<file path="src/rtl/fib_term_fifo_if.sv">
// Handshake/status bundle between fib_term_fifo and its driver/reader.
// The design side uses the slave modport.
interface fib_term_fifo_if #(
  parameter int N = 6
);
  logic         start;
  logic [N-1:0] fn;
  logic         rd_en;
  logic [N-1:0] rd_data;
  logic         rd_valid;
  logic         busy;
  logic         done;
  logic [7:0]   term_count;
  logic         wrapped;
  logic         overflow;
  logic         err;
  logic [7:0]   err_index;

  modport master (
    output start, fn, rd_en,
    input  rd_data, rd_valid, busy, done, term_count, wrapped, overflow, err, err_index
  );

  modport slave (
    input  start, fn, rd_en,
    output rd_data, rd_valid, busy, done, term_count, wrapped, overflow, err, err_index
  );
endinterface

</file>
<file path="src/rtl/fib_term_fifo.sv">
// Captures MAX_TERMS Fibonacci terms into a show-ahead FIFO with wrap/overflow status.
// Optional recurrence checker enabled by defining FIB_TERM_CHECK_EN.
module fib_term_fifo #(
  parameter int N         = 6,
  parameter int DEPTH     = 8,
  parameter int MAX_TERMS = 16
) (
  input logic           clock,
  input logic           reset,
  fib_term_fifo_if.slave bus
);

  localparam int AW = (DEPTH > 1) ? $clog2(DEPTH) : 1;

  localparam logic [1:0] IDLE    = 2'd0;
  localparam logic [1:0] CAPTURE = 2'd1;
  localparam logic [1:0] DONE    = 2'd2;

  logic [1:0]   state;
  logic [N-1:0] mem [DEPTH];
  logic [AW-1:0] wr_ptr;
  logic [AW-1:0] rd_ptr;
  logic [AW:0]  occ;
  logic [7:0]   term_count;
  logic [N-1:0] prev;
  logic         wrapped_q;
  logic         overflow_q;

  logic capturing;
  logic launch;
  logic pop;
  logic full;
  logic push;
  logic last;

  always_comb begin
    capturing = (state == CAPTURE);
    launch    = bus.start && !capturing;
    pop       = bus.rd_en && (occ != '0);
    full      = (occ == (AW+1)'(DEPTH));
    // A full FIFO still accepts a term when the reader frees a slot on the same edge.
    push      = capturing && (!full || pop);
    last      = (term_count == 8'(MAX_TERMS - 1));
  end

  always_ff @(posedge clock) begin
    if (push && !reset) begin
      mem[wr_ptr] <= bus.fn;
    end
  end

  always_ff @(posedge clock) begin
    if (reset) begin
      state      <= IDLE;
      wr_ptr     <= '0;
      rd_ptr     <= '0;
      occ        <= '0;
      term_count <= '0;
      prev       <= '0;
      wrapped_q  <= 1'b0;
      overflow_q <= 1'b0;
    end else if (launch) begin
      state      <= CAPTURE;
      wr_ptr     <= '0;
      rd_ptr     <= '0;
      occ        <= '0;
      term_count <= '0;
      prev       <= '0;
      wrapped_q  <= 1'b0;
      overflow_q <= 1'b0;
    end else begin
      if (push) begin
        wr_ptr <= wr_ptr + 1'b1;
      end
      if (pop) begin
        rd_ptr <= rd_ptr + 1'b1;
      end
      occ <= occ + (AW+1)'(push) - (AW+1)'(pop);
      if (capturing) begin
        prev <= bus.fn;
        if ((term_count != 8'd0) && (bus.fn < prev)) begin
          wrapped_q <= 1'b1;
        end
        if (full && !pop) begin
          overflow_q <= 1'b1;
        end
        if (term_count < 8'(MAX_TERMS)) begin
          term_count <= term_count + 8'd1;
        end
        if (last) begin
          state <= DONE;
        end
      end
    end
  end

`ifdef FIB_TERM_CHECK_EN
  logic [N-1:0] prev2;
  logic [N-1:0] expect_sum;
  logic         err_q;
  logic [7:0]   err_index_q;

  always_comb begin
    expect_sum = prev + prev2;
  end

  always_ff @(posedge clock) begin
    if (reset || launch) begin
      prev2       <= '0;
      err_q       <= 1'b0;
      err_index_q <= '0;
    end else if (capturing) begin
      prev2 <= prev;
      if ((term_count >= 8'd2) && (bus.fn != expect_sum) && !err_q) begin
        err_q       <= 1'b1;
        err_index_q <= term_count;
      end
    end
  end

  assign bus.err       = err_q;
  assign bus.err_index = err_index_q;
`else
  assign bus.err       = 1'b0;
  assign bus.err_index = '0;
`endif

  // Gate the head with occupancy so a flushed/reset FIFO presents zero.
  assign bus.rd_data    = (occ != '0) ? mem[rd_ptr] : '0;
  assign bus.rd_valid   = (occ != '0);
  assign bus.busy       = capturing;
  assign bus.done       = (state == DONE);
  assign bus.term_count = term_count;
  assign bus.wrapped    = wrapped_q;
  assign bus.overflow   = overflow_q;

endmodule

</file>
<file path="src/flat_wrapper.sv">
// flat-port wrapper written by rule: the top's interface ports become plain ports
module fib_term_fifo_flat 
#(
  parameter int N         = 6,
  parameter int DEPTH     = 8,
  parameter int MAX_TERMS = 16
)
  (clock, reset, bus_start, bus_fn, bus_rd_en, bus_rd_data, bus_rd_valid, bus_busy, bus_done, bus_term_count, bus_wrapped, bus_overflow, bus_err, bus_err_index);
  fib_term_fifo_if #(.N(N)) bus_i ();
  input logic clock;
  input logic reset;
  input wire logic [$bits(bus_i.start)-1:0] bus_start;
  input wire logic [$bits(bus_i.fn)-1:0] bus_fn;
  input wire logic [$bits(bus_i.rd_en)-1:0] bus_rd_en;
  output wire logic [$bits(bus_i.rd_data)-1:0] bus_rd_data;
  output wire logic [$bits(bus_i.rd_valid)-1:0] bus_rd_valid;
  output wire logic [$bits(bus_i.busy)-1:0] bus_busy;
  output wire logic [$bits(bus_i.done)-1:0] bus_done;
  output wire logic [$bits(bus_i.term_count)-1:0] bus_term_count;
  output wire logic [$bits(bus_i.wrapped)-1:0] bus_wrapped;
  output wire logic [$bits(bus_i.overflow)-1:0] bus_overflow;
  output wire logic [$bits(bus_i.err)-1:0] bus_err;
  output wire logic [$bits(bus_i.err_index)-1:0] bus_err_index;
  assign bus_i.start = bus_start;
  assign bus_i.fn = bus_fn;
  assign bus_i.rd_en = bus_rd_en;
  assign bus_rd_data = bus_i.rd_data;
  assign bus_rd_valid = bus_i.rd_valid;
  assign bus_busy = bus_i.busy;
  assign bus_done = bus_i.done;
  assign bus_term_count = bus_i.term_count;
  assign bus_wrapped = bus_i.wrapped;
  assign bus_overflow = bus_i.overflow;
  assign bus_err = bus_i.err;
  assign bus_err_index = bus_i.err_index;
  fib_term_fifo #(.N(N), .DEPTH(DEPTH), .MAX_TERMS(MAX_TERMS)) u_core (.clock(clock), .reset(reset), .bus(bus_i));
endmodule
</file>
<file path="config.mk">
export PLATFORM = sky130hd
export DESIGN_NAME = fib_term_fifo_flat
export DESIGN_NICKNAME = d
export VERILOG_FILES = /design/src/rtl/fib_term_fifo_if.sv /design/src/rtl/fib_term_fifo.sv /design/src/flat_wrapper.sv
export SDC_FILE = /design/constraint.sdc
export NUM_CORES = 1
export LEC_CHECK = 0
export ABC_AREA = 1
export CELL_PAD_IN_SITES_DETAIL_PLACEMENT = 0
export CELL_PAD_IN_SITES_GLOBAL_PLACEMENT = 1
export CORE_AREA = 2 2 88 90
export CTS_BUF_LIST = sky130_fd_sc_hd__clkbuf_4
export DETAILED_ROUTE_END_ITERATION = 8
export DIE_AREA = 0 0 90 92
export PLACE_DENSITY = 0.93
export REMOVE_ABC_BUFFERS = 1
export SYNTH_ARGS = -nofsm -noshare
export SYNTH_HDL_FRONTEND = slang
export SYNTH_SLANG_ARGS = --single-unit
</file>
<file path="constraint.sdc">
create_clock -name clock -period 3.6 [get_ports clock]
set_input_delay 0.72 -clock clock [delete_from_list [all_inputs] [get_ports clock]]
set_output_delay 0.72 -clock clock [all_outputs]
set_load 0.02 [all_outputs]
</file>
### After elaboration in Yosys (flattened, before gate mapping)

Memory sizes are Yosys's and may differ from the RTL's. A register that Yosys moved wholly into a read port is not among the register bits.
Index checks and enable logic that the tools add are counted.

| cells by class | value |
|---|---|
| $add $sub $neg | 5 |
| magnitude comparators | 2 |
| equality and inequality tests | 4 |
| multiplexer cells | 8 |
| reduce and logical (&&, ||, !) cells | 21 |

Operator list:

| cell | number |
|---|---|
| 2-bit AND reduction | 5 |
| 8-bit by 1-bit adder with 8-bit output (second input constant) | 1 |
| 8-bit by 4-bit equality test with 1-bit output (second input constant) | 1 |
| 8-bit by 5-bit less-than comparator with 1-bit output (second input constant) | 1 |
| 8-bit nonzero test | 1 |
| 3-bit by 1-bit adder with 3-bit output (second input constant) | 2 |
| 1-bit logical AND | 6 |
| 6-bit less-than comparator | 1 |
| 3-bit two-way mux | 2 |
| 6-bit two-way mux | 1 |
| 1-bit two-way mux | 5 |
| 4-bit by 1-bit adder with 4-bit output | 1 |
| 4-bit equality test (second input constant) | 1 |
| 1-bit zero test | 4 |
| 2-bit nonzero test | 2 |
| 4-bit nonzero test | 1 |
| 4-bit by 1-bit subtractor with 4-bit output | 1 |
| 2-bit by 1-bit equality test with 1-bit output (second input constant) | 1 |
| 2-bit equality test (second input constant) | 1 |
| 2-bit OR reduction | 1 |
| 1-bit logical OR | 1 |

| word-level totals | value |
|---|---|
| register bits | 28 |
| memory bits (writable) | 48 |
| input port bits | 10 |
| output and inout port bits | 28 |
| word-level logic and storage cells | 50 |
| memories kept | 1 |

Memory list:

| name | depth | width | read ports | clocked after memory_dff | wr ports | line | source |
|---|---|---|---|---|---|---|---|
| u_core.mem | 8 | 6 | 1 | 1 | 1 | fib_term_fifo.sv:20 | `logic [N-1:0] mem [DEPTH];` |

### Logic depth before layout (Yosys ltp)

Gate-level depths: netlist (run 1).

| logic depth | value |
|---|---|
| depth in word-level cells | 7 |
| gate-level depth with buffers | 14 |
| gate-level depth less buffers | 14 |

### Least setup slack after synthesis (run 1)

Ideal clock, no wire load.

| timing | value |
|---|---|
| path kind | input -> register |
| start | input bus_rd_en |
| end | register u_core.occ[2] |
| setup time | 0.116 ns |
| arrival time | 1.925 ns |
| required time | 3.484 ns |
| path slack | 1.559 ns |
| stages on the path | 9 |
| buffers on the path | 0 |
| cells stage by stage | nand2_4 -> inv_1 -> ha_1 -> inv_1 -> ha_1 -> inv_1 -> fa_1 -> xor2_1 -> nor2_1 |

| on the way | value |
|---|---|
| cells in the longest elaborated chain, start to end | 5 |

Ends and longest elaborated chain:

| element | line | source |
|---|---|---|
| start, declared | flat_wrapper.sv:14 | `input wire logic [$bits(bus_i.rd_en)-1:0] bus_rd_en;` |
| 1-bit logical AND * | fib_term_fifo.sv:39 | `pop = bus.rd_en && (occ != '0);` |
| via u_core.pop | fib_term_fifo.sv:31 | `logic pop;` |
| 1-bit logical OR | fib_term_fifo.sv:42 | `push = capturing && (!full \|\| pop);` |
| 1-bit logical AND | fib_term_fifo.sv:42 |  |
| 4-bit by 1-bit adder with 4-bit output | fib_term_fifo.sv:78 | `occ <= occ + (AW+1)'(push) - (AW+1)'(pop);` |
| 4-bit by 1-bit subtractor with 4-bit output * | fib_term_fifo.sv:78 |  |
| end signal, assigned | fib_term_fifo.sv:78 |  |
| end, declared | fib_term_fifo.sv:23 | `logic [AW:0] occ;` |

Mark *: on every way through the listed nets, which the timed path passes. The rest lies on a longest branch.
A chain may end at the register's enable or synchronous reset.

==> results of run 1 <==
[final cells by class]
class                      instances  area (µm²)  share of cell area
clock inverter                     5       58.81             0.01462
tap                              102       127.6             0.03174
multi-input combinational        229        1211              0.3012
timing repair buffer              34       325.3             0.08090
clock buffer                      11       82.58             0.02054
inverter                          40       153.9             0.03827
sequential                        79        2062              0.5128
[Yosys cell counts (2+ instances only)]
| cell type | n | share of area |
|---|---|---|
| dfxtp_1 | 31 | 0.18 |
| nand2_2 | 2 | 0.0035 |
| nor2_1 | 72 | 0.076 |
| inv_1 | 36 | 0.038 |
| inv_2 | 2 | 0.0021 |
| o21ai_1 | 9 | 0.013 |
| nor3_1 | 9 | 0.013 |
| buf_4 | 11 | 0.023 |
| buf_2 | 3 | 0.0042 |
| a21oi_1 | 15 | 0.021 |
| edfxtp_1 | 48 | 0.41 |
| ha_1 | 15 | 0.053 |
| o21ai_0 | 40 | 0.057 |
| buf_6 | 3 | 0.0096 |
| nand3_1 | 6 | 0.0085 |
| nand2_1 | 33 | 0.035 |
| nand2_4 | 5 | 0.016 |
| xor2_1 | 2 | 0.0050 |
| a21oi_2 | 2 | 0.0050 |
[metrics by stage]
step	util	worst slack [ns]	total power [W]	hold slack (ns)
floorplan	-	1.497	0.001592	0.4453
global placement	0.5210	0.8677	0.001844	0.4423
detailed placement	0.5210	0.8498	0.001870	0.4480
CTS	0.5400	0.3740	0.002396	0.4699
global route	0.5400	0.1539	0.002536	0.4802
finish	0.5400	0.4037	0.002374	0.4637
[layer usage]
layer  vias to the layer above  global-route usage
met5                         -                   0
met4                         0             0.08590
met3                        11             0.03780
met2                        58              0.2726
met1                      1143              0.2247
li1                       1238                   -
[tightest hold or removal path: cells and delay by family (launching register included)]
family / cells / cell delay [ns]
AOI/OAI and AO/OA: 1 / 0.05
DFF: 1 / 0.33
buffers and inverters: 1 / 0.05
[path summary, 6_finish.rpt]
kind,start,endpoint,slack [ns],cells past startpoint
min,u_core.bus.wrapped,u_core.bus.wrapped,0.46,2
max reg2reg,u_core.occ[2],u_core.occ[3],1.39,14
max,register,bus_rd_data[4],0.40,8
min reg2reg,u_core.bus.wrapped,u_core.bus.wrapped,0.46,2
[registers in the layout, summed over array words and instances, names as in the netlist, named ones only]
name / flops
u_core.bus.overflow: 1
u_core.bus.term_count: 8
u_core.bus.wrapped: 1
u_core.mem: 48
u_core.occ: 4
u_core.prev: 6
u_core.rd_ptr: 3
u_core.state: 2
u_core.wr_ptr: 3
[where the power goes]
part           leakage [nW]  switching (W)  internal (W)
logic                 0.739       0.000470      0.000316
clock network        0.0731       0.000304      0.000227
registers             0.684      0.0000539       0.00100
total                  1.50       0.000828       0.00155
[cell families (layout without fill, tap and decap cells)]
| logic type | after synthesis | count (layout) | share of synthesized area |
|---|---|---|---|
| AOI/OAI and AO/OA | 69 | 69 | 0.1016 |
| adders and majority gates | 16 | 16 | 0.05878 |
| xor gates and xnor gates | 2 | 2 | 0.004958 |
| buffers and inverters | 58 | 90 | 0.08215 |
| other | 1 | 9 | 0.001061 |
| and+or+nand+nor | 133 | 133 | 0.1679 |
| DFF | 79 | 79 | 0.5836 |
==> flow_summary.yaml, run 1 <==
outcome:
  status: "complete, no violations"
drt:
  wl_met3_um: 342
  via_count: 2450
  drt-total-wl_um: 6606
  dr.pass1.iters: 6
  routed.top_layer: "met4"
  post_drt_wl_per_cell_um: 13.21
  remaining_drc_errors: 0
  drt_iter0_drc: 89
  m1WireLength_um: 3056
  dr_wl_met2_um: 3086
  vias_per_cell: 4.900
  drtAntennaViolNets: 0
worst_setup_path:
  cp_data_required_time_ns: 2.88
  critPathCaptureType: "output port"
  crit_family: "buffers and inverters"
  crit_chain: "buf_4, nor2_1, nor2_1, o21ai_1, o21ai_0, o21ai_0, nor2_1, clkdlybuf4s50_1"
  path_class: "register to output port"
  critPathMaxFanout: 13
  cp_slowest_cell: "dfxtp_1"
  crit_arrival_ns: 2.48
  crit_path_frequent_cell: "nor2_1"
  cpPeakStageDelay_ns: 0.63
  critPathLaunchType: "register"
  cp_num_buf_inv: 2
cts:
  cts_tree: "built"
  postCtsResizedCells: 0
  clock_latency_ns: 0.42
  root_buffer: "clkbuf_4"
  hold_buffers: 0
  cts.sinks: 79
  cts_max_level: 3
  post-cts-setup-buffers: 0
  clk_path_buf_depth: 2
  path_clk_slew_ns: 0.13
  numCtsBuffers: 9
hold_path:
  hold_path_class: "register to register"
floorplanning:
  std_cell_rows: 32
  start_util: 0.4745
  die_h_um: 92
  ios: 38
  core_um2: 7447
  dieArea_um2: 8280
  die_width_um: 90
sta:
  tns_ns: 0
  slew_violations: 0
  clock.fmax_mhz: 312.9
  finalHoldViolations: 0
  skew_ns: 0.01518
  slew_headroom: 0.3914
  post-route-period-util: 0.8879
  setup_violations: 0
  final.min_clock_period_ns: 3.196
  rsz0062_at_grt: "false"
  tightest_slew_ns: 0.9059
yosys:
  synth_edf_count: 48
  syn_area_per_cell_um2: 9.870
  seq_area_frac_synth: 0.5836
  yosysWarnings: 0
  synth-seq-cells: 79
  synth.distinct_cells: 33
  syn_area_um2: 3533
  synthFlopType: "edfxtp_1"
  postSynthCellCount: 358
  synthArstFlopShare: 0
job:
  cap_violations: 0
layout:
  fillCellCount: 686
  drive_gt1_frac: 0.09548
  areaGrowthSynthToFinish_pct: 13.81
  fin_nets: 419
  n_antenna_cell: 0
  final_area_um2: 4021
  final_common_cell: "nor2_1"
  layout_common_cells: "nor2_1, edfxtp_1, o21ai_0"
  fin_cells: 500
global_route:
  grt_max_degree: 25
  grt_pass1_vias: 2383
  grt_first_pass_wirelength_um: 11190
  grt.overflow.total: 0
  grt.total_usage: 0.1722
  antenna_found_initial: 0
placement:
  numPortBuffers: 28
  placed_cell_area_um2: 3880
  gp_congestion: 0.7763
  place_inst: 484
  hpwl_um: 4623
power_and_ir_drop:
  p_per_area_nw_per_um2: 590.4
  ir_drop_v: 0.0004040
  p_leak_nw: 1.497
Note: power is estimated with default switching activity, not from simulation.
==> run 2: changes to the inputs <==
Settings changed: CAP_MARGIN set to 20, CORE_AREA 2 2 88 90 to 2 2 92 94, CTS_CLUSTER_DIAMETER set to 60, DIE_AREA 0 0 90 92 to 0 0 94 96, PLACE_DENSITY 0.93 to 0.87.
Clock period 3.6 ns to 3.2 ns, I/O delays scaled along.
==> run 2 against run 1 <==
Clock skew up 0.00059 ns. Clock power barely moved. Worst hold slack got worse by 0.0022 ns. Sequential share of layout area fell by 0.33 points. Largest cell class unchanged. Sequential power rose by 12%. Global-route usage down 0.44 points. Total power grew 10%. Final cell count increased by 1.8%.
==> flow_summary.yaml, run 2 (synthesized netlist as in run 1, its figures left out) <==
layout:
  reg_top3: "u_core.mem x48, u_core.bus.term_count x8, u_core.prev x6"
  largest-register: "u_core.mem"
  areaGrowthSynthToFinish_pct: 14.70
  largest_register_ffs: 48
  fin_nets: 425
  final_util: 0.5033
  final_common_cell: "nor2_1"
  layout_common_cells: "nor2_1, edfxtp_1, o21ai_0"
  drive_gt1_frac: 0.1139
  n_antenna_cell: 0
floorplanning:
  dieArea_um2: 9024
  std_cell_rows: 33
  die_h_um: 96
  start_util: 0.4389
  core_um2: 8051
  die_width_um: 94
  ios: 38
job:
  cap_violations: 0
cts:
  root_buffer: "clkbuf_4"
  clock_latency_ns: 0.43
  clk_path_buf_depth: 2
  cts.sinks: 79
  path_clk_slew_ns: 0.14
  numCtsBuffers: 9
  cts_max_level: 3
  cts_tree: "built"
power_and_ir_drop:
  p_per_area_nw_per_um2: 644.8
  p_leak_nw: 1.515
  ir_drop_v: 0.0002570
sta:
  tns_ns: 0
  tightest_slew_ns: 0.6672
  finalHoldViolations: 0
  slew_headroom: 0.5535
  skew_ns: 0.01577
  post-route-period-util: 0.9032
  slew_violations: 0
  clock.fmax_mhz: 346.0
  rsz0062_at_grt: "false"
  final.min_clock_period_ns: 2.890
  setup_violations: 0
drt:
  remaining_drc_errors: 0
  via_count: 2493
  drt_iter0_drc: 163
  drt-total-wl_um: 6909
  post_drt_wl_per_cell_um: 13.57
  drtAntennaViolNets: 0
  vias_per_cell: 4.898
  dr.pass1.iters: 4
worst_setup_path:
  cp_data_required_time_ns: 2.56
  critPathCaptureType: "output port"
  path_class: "register to output port"
  r2r_slack_ns: 1.06
  critPathMaxFanout: 11
  crit_arrival_ns: 2.25
  crit-reg2reg-launch: "u_core.occ[2]"
  critPathLaunchType: "register"
placement:
  hpwl_um: 4874
  numPortBuffers: 28
  gp_congestion: 0.7564
global_route:
  grt_max_degree: 25
  grt.overflow.total: 0
  grt_first_pass_wirelength_um: 11470
  antenna_found_initial: 0
  grt.total_usage: 0.1678
  grt_pass1_vias: 2385
hold_path:
  min_from: "u_core.bus.wrapped"
  hold_path_class: "register to register"
outcome:
  status: "complete, no violations"
## run 2: report_power, final
part           internal (W)  total (W)  switching [W]
Sequential          0.00113    0.00119      0.0000560
Combinational      0.000365   0.000894       0.000530
Clock              0.000166   0.000533       0.000368
Total               0.00166    0.00261       0.000953
## run 2: path summary, 6_finish.rpt
kind | end | cells after the start
worst max register to register | u_core.occ[2] | 12
worst min-delay path | u_core.bus.wrapped | 2
worst max-delay path | bus_rd_data[1] | 8
worst min register to register | u_core.bus.wrapped | 2
## run 2: layer usage
| metal | routed length [µm] | vias up | global-route usage | part of all wire |
|---|---|---|---|---|
| li1 | - | 1255 | - | - |
| met1 | 3194 | 1164 | 0.2179 | 0.46 |
| met2 | 3350 | 64 | 0.2810 | 0.48 |
| met3 | 262 | 10 | 0.02506 | 0.038 |
| met4 | 102 | 0 | 0.07246 | 0.015 |
| met5 | 0 | - | 0 | 0 |
## run 2: critical path, stage by stage, from the launching register on
cell and delay (ns):
dfxtp_2 0.47, buf_4 0.20, nor2_1 0.06, nor2_1 0.09, o21ai_0 0.11, o21ai_1 0.09
o21ai_0 0.08, nor2_1 0.11, clkdlybuf4s50_1 0.61
## run 2: layout make-up
type / count / area (µm²)
clock buffer: 9 / 67.56
clock inverter: 7 / 53.80
fill: 759 / 3999
inverter: 40 / 153.9
multi-input combinational: 229 / 1211
sequential: 79 / 2064
tap: 105 / 131.4
timing repair buffer: 40 / 370.4
## run 2: timing repair
| item | 4_1_cts | 5_1_grt |
|---|---|---|
| setup endpoints to repair | 0 | 2 |
| buffers inserted | 0 | 0 |
| endpoints found under the hold margin | 0 | 0 |
| gates resized for setup | 0 | 2 |
| hold buffers | 0 | 0 |
## run 2: metrics by stage
stage / cell area, µm² / total power [W] / std cells / worst slack, ns / hold slack [ns]
after global placement: 3929 / 0.002088 / 493 / 0.6523 / 0.4449
final: 4053 / 0.002613 / 509 / 0.3098 / 0.4614
after floorplan: 3427 / 0.001791 / 348 / 1.174 / 0.4453
after detailed placement: 3929 / 0.002110 / 493 / 0.6220 / 0.4455
after global routing: 4053 / 0.002796 / 509 / 0.1454 / 0.4958
after CTS: 4050 / 0.002639 / 509 / 0.1641 / 0.4674
==> edit 1, RTL diff (config.mk and constraints of run 1) <==
`DEPTH` is set to 8 in 2 places; all go to 16.
--- a/src/rtl/fib_term_fifo.sv
+++ b/src/rtl/fib_term_fifo.sv
@@ -2,7 +2,7 @@
 // Optional recurrence checker enabled by defining FIB_TERM_CHECK_EN.
 module fib_term_fifo #(
   parameter int N         = 6,
-  parameter int DEPTH     = 8,
+  parameter int DEPTH     = 16,
   parameter int MAX_TERMS = 16
 ) (
   input logic           clock,
--- a/src/flat_wrapper.sv
+++ b/src/flat_wrapper.sv
@@ -2,7 +2,7 @@
 module fib_term_fifo_flat 
 #(
   parameter int N         = 6,
-  parameter int DEPTH     = 8,
+  parameter int DEPTH     = 16,
   parameter int MAX_TERMS = 16
 )
   (clock, reset, bus_start, bus_fn, bus_rd_en, bus_rd_data, bus_rd_valid, bus_busy, bus_done, bus_term_count, bus_wrapped, bus_overflow, bus_err, bus_err_index);
Function: no difference found for any inputs over 10 cycles, from zero or initial values and one cycle with reset high; that may be too few to reach the edited logic, so the function may still have changed.
==> edit 1 against run 1 <==
- the run now fails in global placement without I/O
- area after synthesis up 60%
- synthesized cell count up 58%
==> edit 1: results (changes against run 1) <==
| Metric | Value |
|---|---|
| Synth top cells by count | 166 x nand2_1, 96 x edfxtp_1, 81 x nand3_1, 45 x inv_1, 35 x dfxtp_1 |
| Flops & latches, synth | 131 (+66%) |
| Number of synthesized flops with an enable pin | 96 (+100%) |
| Status | did not finish |
| Mapped Cells | 564 (+58%) |
| Top_reg_cell synth | edfxtp_1 |
| Synth unique cells | 27 (-18%) |
| Run Error | [ERROR GPL-0301] Utilization 102.085 % exceeds 100%. |
| Stopped at | global placement without I/O |
| Fraction of synthesis flops using an asynchronous set or reset pin | 0% (unchanged) |
| Top area cells in the synthesized netlist | edfxtp_1 51%, dfxtp_1 12%, nand2_1 11%, nand3_1 7.2%, ha_1 4.0% |
| Row count | 32 (unchanged) |
| Sequential share of the synthesized area | 63.3% (+4.9 points) |
| Warnings from Yosys | 0 (unchanged) |
-- edit 1: cell types whose count changed after synthesis, sizes merged, moves of 10 or more --
cell and change:
o21ai -40, edfxtp +48, a21oi +16, nand3 +74, buf +10, nor2 -42
nand2 +127
-- edit 1: kinds of logic after synthesis --
| group | Yosys count | synth area share (%) |
|---|---|---|
| adder cells (fa/ha/maj) | 19 | 4.33 |
| flip-flops | 131 | 63.3 |
| AND/OR/NAND/NOR | 288 | 21.2 |
| other | 1 | 0.0662 |
| AO/OA/AOI/OAI | 44 | 3.96 |
| buffers and inverters | 76 | 6.39 |
| XOR/XNOR | 5 | 0.774 |
==> edit 2, RTL diff (flow settings as in run 1) <==
Without the edit above. `MAX_TERMS` is set to 16 in 2 places; all go to 12.
--- a/src/rtl/fib_term_fifo.sv
+++ b/src/rtl/fib_term_fifo.sv
@@ -3,7 +3,7 @@
 module fib_term_fifo #(
   parameter int N         = 6,
   parameter int DEPTH     = 8,
-  parameter int MAX_TERMS = 16
+  parameter int MAX_TERMS = 12
 ) (
   input logic           clock,
   input logic           reset,
--- a/src/flat_wrapper.sv
+++ b/src/flat_wrapper.sv
@@ -3,7 +3,7 @@
 #(
   parameter int N         = 6,
   parameter int DEPTH     = 8,
-  parameter int MAX_TERMS = 16
+  parameter int MAX_TERMS = 12
 )
   (clock, reset, bus_start, bus_fn, bus_rd_en, bus_rd_data, bus_rd_valid, bus_busy, bus_done, bus_term_count, bus_wrapped, bus_overflow, bus_err, bus_err_index);
   fib_term_fifo_if #(.N(N)) bus_i ();
Behaviour: no difference found for any inputs over 10 cycles, from zero or initial values and one cycle with reset high; that may be too few to reach the edited logic, so the function may still have changed.
==> edit 2 against run 1 <==
- cell area increased by 0.44%
- clock power shrank 2%
- setup slack worse by 95 ps
- count of clock-buffer cells in the layout is 2 lower
- area after synthesis up 0.39%
- sequential cell count is the same
- wire length is 0.12% higher
- power up 1.9%
- cell count increased by 0.80%
- critical endpoint is now bus_rd_data[3]
- largest cell class unchanged
- largest power group unchanged
==> edit 2: results (changes against run 1) <==
| Metric | Value |
|---|---|
| Placer Congestion | 0.775 (-0.22%) |
| Post-DP HPWL | 4680 µm (+1.2%) |
| Post-Synth XOR/XNOR Area | 0.741% (+0.24 points) |
| Hold worst-path end | u_core.bus.term_count[6] |
| First-pass GRT wire length | 11000 µm (-1.3%) |
| Crit path DAT | 2570 ps (+90 ps) |
| Warnings from Yosys | 0 (unchanged) |
| Met2 Use GR | 27.1% (-0.13 points) |
| Sequential share of the synthesized area | 58.1% (-0.23 points) |
| First drt pass iteration count | 4 (-2) |
| Root Driver | clkbuf_4 |
| Capturing point of the worst reg2reg path | u_core.occ[2] |
| Number of synthesized flops with an enable pin | 48 (unchanged) |
| Post-synthesis adder-cell area fraction | 5.86% (-0.023 points) |
| Worst r2r path cells | 12 (-2) |
| Area after DPL | 0.00390 mm² (+0.48%) |
| VDD IR-drop max | 0.000456 V (+13%) |
| Max H-tree Level | 3 (unchanged) |
| Clock Tree Buf Depth | 2 (unchanged) |
| Biggest regs | u_core.mem x48, u_core.bus.term_count x8, u_core.prev x6 |
| Clk Latency, worst-skew pair | 420 ps (about the same) |
| Synth Area in Compound Gates | 10.4% (+0.21 points) |
| Fraction of synthesis flops using an asynchronous set or reset pin | 0% (unchanged) |
| Tot Pwr | 2420 µW (+1.9%) |
| Port bufs | 28 (unchanged) |
| Met3 routed WL | 387 µm (+13%) |
| Global-route usage over all layers | 17.1% (-0.095 points) |
| Worst-path fanout max | 24 (+11) |
| Met1 Use GR | 22.9% (+0.48 points) |
| Clock power share | 21.5% (-0.9 points) |
| Synth top cells by count | 77 x nor2_1, 48 x edfxtp_1, 43 x o21ai_0, 38 x nand2_1, 36 x inv_1 |
| Synth unique cells | 30 (-9.1%) |
| Initial antenna violation count | 0 (unchanged) |
| DR vias | 2436 (-0.57%) |
| Max Used Layer | met4 |
| Num CTS Buffers | 9 (unchanged) |
| Worst-margin pin slew | 858 ps (-47.9 ps) |
| Period Utilization, post-route | 91.4% (+2.6 points) |
| Setup Skew | 9.07 ps (-6.11 ps) |
| # diodes | 0 (unchanged) |
| Reg2reg setup slack | 1430 ps (+40 ps) |
| Top area cells in the synthesized netlist | edfxtp_1 41%, dfxtp_1 17%, nor2_1 8.1%, o21ai_0 6.1%, ha_1 5.3% |
| Setup WS pre-CTS | 777 ps (-72.7 ps) |
| Design internal power | 1560 µW (+0.68%) |
| Nets@finish | 423 (+0.95%) |
| Metal1 wirelength | 3140 µm (+2.8%) |
| Hold Crit Start | u_core.bus.term_count[6] |
| Status | completed |
| Comb pwr | 833 µW (+6.0%) |
| Static Leak | 0.00153 µW (+2.0%) |
| Hold Path Cell Cnt | 2 (unchanged) |
| Max reg flops | 48 (unchanged) |
| M3 GR Usage | 3.70% (-0.082 points) |
| Crit path capture | bus_rd_data[3] |
| Vias in the first global route | 2311 (-3.0%) |
| Share of layout cells above drive strength 1 | 9.20% (-0.34 points) |
| Routed wl met2 | 3010 µm (-2.5%) |
| 1st-iter DRT viols | 104 (+17%) |
| Wire per inst | 13.1 µm (-0.67%) |
| Crit Reg-Reg Startpoint | u_core.occ[2] |
[edit 2: changes by cell type after synthesis, sizes merged]
cell	delta
a31oi	-1
clkinv	-1
inv	+1
nand2	+2
nand3	-1
nand4	+2
nor2	+4
nor3	-4
xor2	+1
[edit 2: layout make-up]
type                    instances  area (µm²)
flip-flops and latches         79        2060
repair buffers                 35         333
clock inverters                 7        72.6
inverters                      40         153
multi-input cells             232        1220
well taps                     102         128
clock buffers                   9        67.6
fillers                       671        3410
[edit 2: stage by stage]
| step | cells | hold slack (ps) |
|---|---|---|
| 2_1_floorplan | 351 | 441 |
| 3_3_place_gp | 488 | 440 |
| 3_5_place_dp | 488 | 443 |
| 4_1_cts | 504 | 462 |
| 5_1_grt | 504 | 489 |
| 6_report | 504 | 461 |
[edit 2: critical path, stage by stage, from the launching register on]
cell             delay [ps]
dfxtp_1                 700
inv_2                   310
o21ai_0                 270
o21ai_0                 130
o21ai_0                 160
nor2_1                   60
clkdlybuf4s50_1         530
